`src/rtl/etc_report_arbiter.sv`:
```
// Two-lane speed report arbiter: captures per-lane speed measurements and
// serialises them as 4-byte frames (header, lane/speed-high, speed-low,
// XOR checksum) into a UART TX FIFO. Writes are spaced by at least one idle
// cycle, and each byte stalls while the FIFO is full.
module etc_report_arbiter #(
  parameter int unsigned       WIDTH_SPEED = 14,
  parameter int unsigned       DATA_SIZE   = 8,
  parameter logic [DATA_SIZE-1:0] HEADER   = 8'hA5
) (
  input  logic                   clk,
  input  logic                   reset,
  input  logic                   done0,
  input  logic [WIDTH_SPEED-1:0] speed0,
  input  logic                   done1,
  input  logic [WIDTH_SPEED-1:0] speed1,
  input  logic                   fifo_full,
  output logic                   write,
  output logic [DATA_SIZE-1:0]   data,
  output logic                   busy,
  output logic [1:0]             drop
);

  typedef enum logic [2:0] {IDLE, HDR, HI, LO, CHK, GAP} state_t;

  state_t                 state, state_nxt;
  // Byte state that GAP returns to (IDLE once the checksum has gone out).
  state_t                 resume, resume_nxt;
  logic                   write_nxt;
  logic [DATA_SIZE-1:0]   data_nxt;

  logic [1:0]             pending;
  logic [WIDTH_SPEED-1:0] spd [2];
  logic [WIDTH_SPEED-1:0] speed_in [2];
  logic [1:0]             done_v;
  logic                   last_grant;

  logic                   grant;
  logic                   grant_lane;
  logic                   lane;
  logic [13:0]            snap;

  logic [DATA_SIZE-1:0]   hi_b, lo_b, chk_b, byte_cur;
  state_t                 follow;

  assign done_v      = {done1, done0};
  assign speed_in[0] = speed0;
  assign speed_in[1] = speed1;
  assign busy        = (state != IDLE);

  // Round-robin: a lone pending lane wins; with both pending, the lane not granted last time wins.
  assign grant      = (state == IDLE) && (|pending);
  assign grant_lane = (pending == 2'b11) ? ~last_grant : pending[1];

  assign hi_b  = {lane, 1'b0, snap[13:8]};
  assign lo_b  = snap[7:0];
  assign chk_b = HEADER ^ hi_b ^ lo_b;

  // Frame FSM state, resume point and registered FIFO outputs.
  always_ff @(posedge clk or posedge reset) begin
    if (reset) begin
      state  <= IDLE;
      resume <= IDLE;
      write  <= 1'b0;
      data   <= '0;
    end else begin
      state  <= state_nxt;
      resume <= resume_nxt;
      write  <= write_nxt;
      data   <= data_nxt;
    end
  end

  // Next-state and next-output decode; a byte state either emits or stalls on fifo_full.
  always_comb begin
    state_nxt  = state;
    resume_nxt = resume;
    write_nxt  = 1'b0;
    data_nxt   = data;
    byte_cur   = '0;
    follow     = IDLE;
    case (state)
      IDLE: if (grant) state_nxt = HDR;
      HDR:  begin byte_cur = HEADER; follow = HI;   end
      HI:   begin byte_cur = hi_b;   follow = LO;   end
      LO:   begin byte_cur = lo_b;   follow = CHK;  end
      CHK:  begin byte_cur = chk_b;  follow = IDLE; end
      GAP:  state_nxt = resume;
      default: state_nxt = IDLE;
    endcase
    if ((state == HDR || state == HI || state == LO || state == CHK) && !fifo_full) begin
      write_nxt  = 1'b1;
      data_nxt   = byte_cur;
      resume_nxt = follow;
      state_nxt  = GAP;
    end
  end

  // Grant bookkeeping: frame snapshot (held for the whole frame) and round-robin history.
  always_ff @(posedge clk or posedge reset) begin
    if (reset) begin
      lane       <= 1'b0;
      snap       <= '0;
      last_grant <= 1'b1;
    end else if (grant) begin
      lane       <= grant_lane;
      snap       <= 14'(spd[grant_lane]);
      last_grant <= grant_lane;
    end
  end

  // Per-lane pending capture; a new done beats a same-edge grant clear, otherwise overflows drop.
  always_ff @(posedge clk or posedge reset) begin
    if (reset) begin
      pending <= '0;
      drop    <= '0;
      spd[0]  <= '0;
      spd[1]  <= '0;
    end else begin
      for (int unsigned i = 0; i < 2; i++) begin
        drop[i] <= 1'b0;
        if (done_v[i]) begin
          if (pending[i] && !(grant && (grant_lane == 1'(i)))) begin
            drop[i] <= 1'b1;
          end else begin
            pending[i] <= 1'b1;
            spd[i]     <= speed_in[i];
          end
        end else if (grant && (grant_lane == 1'(i))) begin
          pending[i] <= 1'b0;
        end
      end
    end
  end

endmodule

```
`config.mk`:
```
export PLATFORM = sky130hd
export DESIGN_NAME = etc_report_arbiter
export DESIGN_NICKNAME = d
export VERILOG_FILES = /design/src/rtl/etc_report_arbiter.sv
export SDC_FILE = /design/constraint.sdc
export NUM_CORES = 1
export LEC_CHECK = 0
export CORE_MARGIN = 2
export CORE_UTILIZATION = 57
export DETAILED_ROUTE_END_ITERATION = 7
export GPL_TIMING_DRIVEN = 0
export PLACE_DENSITY = 0.84
export SETUP_SLACK_MARGIN = 0.1
export SKIP_CTS_REPAIR_TIMING = 1
export SYNTH_ARGS = -nofsm -noshare
export SYNTH_HDL_FRONTEND = slang
export SYNTH_SLANG_ARGS = --single-unit
export TNS_END_PERCENT = 10
```
`constraint.sdc`:
```
create_clock -name clk -period 3 [get_ports clk]
set_input_delay 0.45 -clock clk [delete_from_list [all_inputs] [get_ports clk]]
set_output_delay 0.45 -clock clk [all_outputs]
set_load 0.02 [all_outputs]
```
Word-level counts from Yosys, hierarchy flattened
Cells that the tools add are included.
{"block": "totals", "ff_bits": 63, "output_inout_bits": 12, "elab_cells": 73}
{"block": "classes", "order_cmp": 1, "eq_ne": 10, "muxes": 20, "n_bitwise": 7, "n_reduce_logical": 23}
{"cell": "two-way mux 14 bit", "count": 3}
{"cell": "case mux 8 bit (4 select lines)", "count": 1}
{"cell": "case mux 3 bit (3 select lines)", "count": 2}
{"cell": "two-way mux 1 bit", "count": 12}
{"cell": "AND reduction 2 bit", "count": 5}
{"cell": "bitwise XOR 8 bit", "count": 1}
{"cell": "== test 3 x 2 -> 1 bit, second input constant", "count": 2}
{"cell": "== test 3 bit, second input constant", "count": 2}
{"cell": "logical AND 1 bit", "count": 6}
{"cell": "two-way mux 3 bit", "count": 2}
{"cell": "inequality test 2 bit, second input constant", "count": 2}
{"cell": "inverter 1 bit", "count": 4}
{"cell": "inverter 4 bit", "count": 1}
{"cell": "nonzero test 2 bit", "count": 2}
{"cell": "OR reduction 4 bit", "count": 1}
{"cell": "== test 3 x 1 -> 1 bit, second input constant", "count": 1}
{"cell": "zero test 1 bit", "count": 3}
{"cell": "zero test 3 bit", "count": 1}
{"cell": "logical OR 1 bit", "count": 3}
{"cell": "inequality test 3 x 2 -> 1 bit, second input constant", "count": 1}
{"cell": "nonzero test 3 bit", "count": 1}
{"cell": "== test 2 bit, second input constant", "count": 1}
{"cell": "greater-or-equal comparator 2 bit, second input constant", "count": 1}
{"cell": "inequality test 2 x 1 -> 1 bit, second input constant", "count": 1}
{"cell": "other kinds (2)", "count": 2}

Logic depth before layout (Yosys ltp)
{"block": "logic_depth", "word_depth": 8, "ltp_mapped": 6, "ltp_nobuf": 5}

Least setup slack after synthesis
Ideal clock, no wire load.
{"block": "synth_path", "kind": "register -> register", "from": "register last_grant", "to": "register spd[0] (netlist name)", "setup_time_ns": 0.125, "arrival_ns": 1.375, "slack_ns": 1.499, "path_stages_with_launch": 6, "path_buffers": 1, "path_cell_list": "dfstp_2 nand2_1 a21bo_2 nand2_2 buf_6 mux2_4"}
{"block": "synth_between", "elab_chain_len": 7}
{"item": "from (decl)", "line": "35", "source": "logic last_grant;"}
{"item": "from (signal assigned)", "line": "107", "source": "last_grant <= grant_lane;"}
{"item": "inverter 1 bit", "line": "52", "source": "assign grant_lane = (pending == 2'b11) ? ~last_grant : pending[1];"}
{"item": "two-way mux 1 bit", "line": "52"}
{"item": "logical AND 1 bit", "line": "122", "source": "if (pending[i] && !(grant && (grant_lane == 1'(i)))) begin"}
{"item": "zero test 1 bit", "line": "122"}
{"item": "logical AND 1 bit", "line": "122"}
{"item": "inverter 1 bit (no line)"}
{"item": "AND reduction 2 bit (no line)"}
{"item": "to (signal, indexed assignment)", "line": "126", "source": "spd[i] <= speed_in[i];"}
{"item": "to (decl)", "line": "32", "source": "logic [WIDTH_SPEED-1:0] spd [2];"}
No other way between the ends.
A chain may end at the register's enable or synchronous reset.

Worst setup path after layout
{"block": "layout_path", "from": "register state[0]", "to": "output busy"}
{"block": "layout_between", "elab_chain_len": 1}
{"item": "from (decl)", "line": "25", "source": "state_t state, state_nxt;"}
{"item": "from (signal assigned)", "line": "66", "source": "state <= state_nxt;"}
{"item": "nonzero test 3 bit", "line": "48", "source": "assign busy = (state != IDLE);"}
{"item": "to (decl)", "line": "19", "source": "output logic busy,"}
No other way between the ends.

==> flow_summary.toml <==
[run_status]
status = "complete, no violations"

[sta]
hold_viol = 0
rsz0062_at_grt = "no"
finalSetupViolCount = 0
clock_skew_ns = 0.004809
tightest_slew_ns = 0.6215
max_freq_ghz = 0.4637
max_slew_margin_pct = 58.29
timing.final.crit_share_pct = 71.89
finalMaxSlewViolations = 0
period_needed_ns = 2.157

[power]
p_leak_nw = 1.672
swShare_pct = 34.88
ir_drop_v = 0.0005422
power_frac_seq_pct = 40.6
comb_power_share_pct = 41.4
p_per_area_nw_per_um2 = 1092
p_int_w = 0.002533
p_sw_w = 0.001357
finalPower_w = 0.003890
p_clk_share_pct = 17.9

[clock_tree]
htreeDepth = 3
cts_tree = "done"
path_clk_slew_ns = 0.06
cts_root_buffer = "clkbuf_8"
cts_buffers = 9
clkLatencyLatePin_ns = 0.34
cts_buffer_depth = 2
cts.sinks = 63

[layout]
n_fill_cell = 325
n_antenna_cell = 0
final_cell_mix = "dfrtp_1, clkdlybuf4s50_1, mux2_4"
fin_area_um2 = 3563
area_delta_synth_final_pct = 25.02
final_nets = 329
layout_commonest_cell = "dfrtp_1"
drive_above_1_share_pct = 19.40

[synthesis]
ys_top_cells_by_area = "dfrtp_1, mux2_4, a222oi_1"
synth_top_area_cell = "dfrtp_1"
synth_seq_cells = 63
synth_edf_count = 0
synth_cell_types = 39
synth_area_um2 = 2850
syn-num-nets = 274
synthArstFlopShare_pct = 100.0
seq_area_frac_synth_pct = 55.36
synthCells = 241
yosys_most_used_dff = "dfrtp_1"
avgSynthCellArea_um2 = 11.83
yosys_warnings = 0
synth_top_area_share_pct = 54.43

[grt]
grtUsageTotal_pct = 24.23
grt_antenna_before_repair = 0
grt-ovfl-total = 0
first_global_vias = 2017
grt_start_max_net_pins = 46
grt_pass1_wl_um = 9735

[routing]
drt_iter0_drc = 198
wl_per_cell_um = 16.03
wl_met1_um = 2671
via_per_inst = 5.667
drt_wl_total_um = 5866
ant_nets = 0
dr_wl_met3_um = 291
met2_length_um = 2784
drt_pass1_iterations = 6
routed.top_layer = "met4"
drc = 0
vias = 2074

[job]
max-cap-violations = 0

[place]
portBuffers = 43
dp_hpwl_um = 4239
gp_congestion = 0.8811
place_area_um2 = 3385

[floorplan]
die_area_um2 = 5582
initial_core_util_pct = 59.56
die_w_um = 74.72
ios = 45
rows = 25
core_um2 = 4786
die_h_um = 74.72

[worst_setup_path]
startpoint_type = "flop"
end_kind = "output port"
crit_arrival_ns = 1.71
critPathKind = "reg -> out"
cp_max_fo = 8
worstPathRequired_ns = 2.55

[hold_path]
hp-class = "in -> async"
## final timing paths
path | start | end | slack [ns] | depth (start not counted)
min | reset | drop[1] | 0.41 | 2
min in group clk | spd[27] | snap[13] | 0.50 | 2
min reg2reg | spd[27] | snap[13] | 0.50 | 2
max reg2reg | state[0] | snap[2] | 1.18 | 5
max in group asynchronous | reset | last_grant | 1.97 | 3
max | state[0] | busy | 0.84 | 3
## through the flow
stage               std cells  hold slack, ns  util [%]  worst slack [ns]   TNS, ns
detailed placement        352          0.4935     70.72             1.188         0
CTS                       366          0.4130     74.46            0.8258         0
finish                    366          0.4143     74.46            0.8433         0
global route              366          0.4584     74.46            0.7332         0
global placement          351          0.4843     70.30         -0.003129  -0.05658
floorplan                 241          0.4595         -            0.9819         0
## synth_stat cells (2+ instances only)
cell type   n
nand3_1     2
nor4_1      2
a31oi_1     2
a222oi_1   14
a21bo_2     2
nor2_1     19
nand2b_1    2
nor3_1      2
o221ai_1    2
nand2_1    14
and3_1      3
nand3b_1    2
buf_6       4
mux2_4     20
inv_1      20
a221oi_1    4
buf_2       6
clkbuf_1    4
nand2_2     2
a211oi_1    2
a21oi_1    10
dfrtp_1    62
nor2b_1     5
mux2_2      8
o21ai_0    13
a21o_1      2
## power groups by stage
stage | registers, W | logic (W) | clock network [W]
CTS | 0.00158 | 0.00162 | 0.000709
detailed placement | 0.00159 | 0.00161 | 0
floorplan | 0.00157 | 0.00113 | 0
finish | 0.00158 | 0.00161 | 0.000698
global placement | 0.00157 | 0.00155 | 0
global route | 0.00162 | 0.00176 | 0.000743
## area by class of cell
cell class,instances,area (um2),area share (%)
flip-flops and latches,63,1578,44.28
multi-input cells,144,1107,31.07
repair buffers,44,450.4,12.64
clock buffers,13,148.9,4.178
plain buffers,14,90.09,2.528
well taps,67,83.83,2.353
inverters,20,75.07,2.107
clock inverters,1,30.03,0.8427
## per-layer routing
metal	vias up	track usage [%]
li1	982	-
met1	1009	33.13
met2	71	35.69
met3	12	7.898
met4	0	10.71
met5	-	0
## worst max-delay path, stage by stage, from the launching register on
cell and delay [ns]:
dfrtp_1 0.46, nor3_4 0.28, inv_1 0.08, clkdlybuf4s50_1 0.54
## registers in the layout (all words and copies together), names as in the netlist
register	count
drop	2
snap	14
last_grant	1
state	3
write	1
lane	1
data	8
spd	28
pending	2
resume	3
## kinds of logic after synthesis
kind of cell,after synthesis,share of synthesized area [%]
AO/OA/AOI/OAI,58,14.88
multiplexers,28,13.70
flip-flops,63,55.36
AND/OR/NAND/NOR,58,10.27
buffers and inverters,34,5.794
No activity file was read; power rests on OpenSTA's default activity.
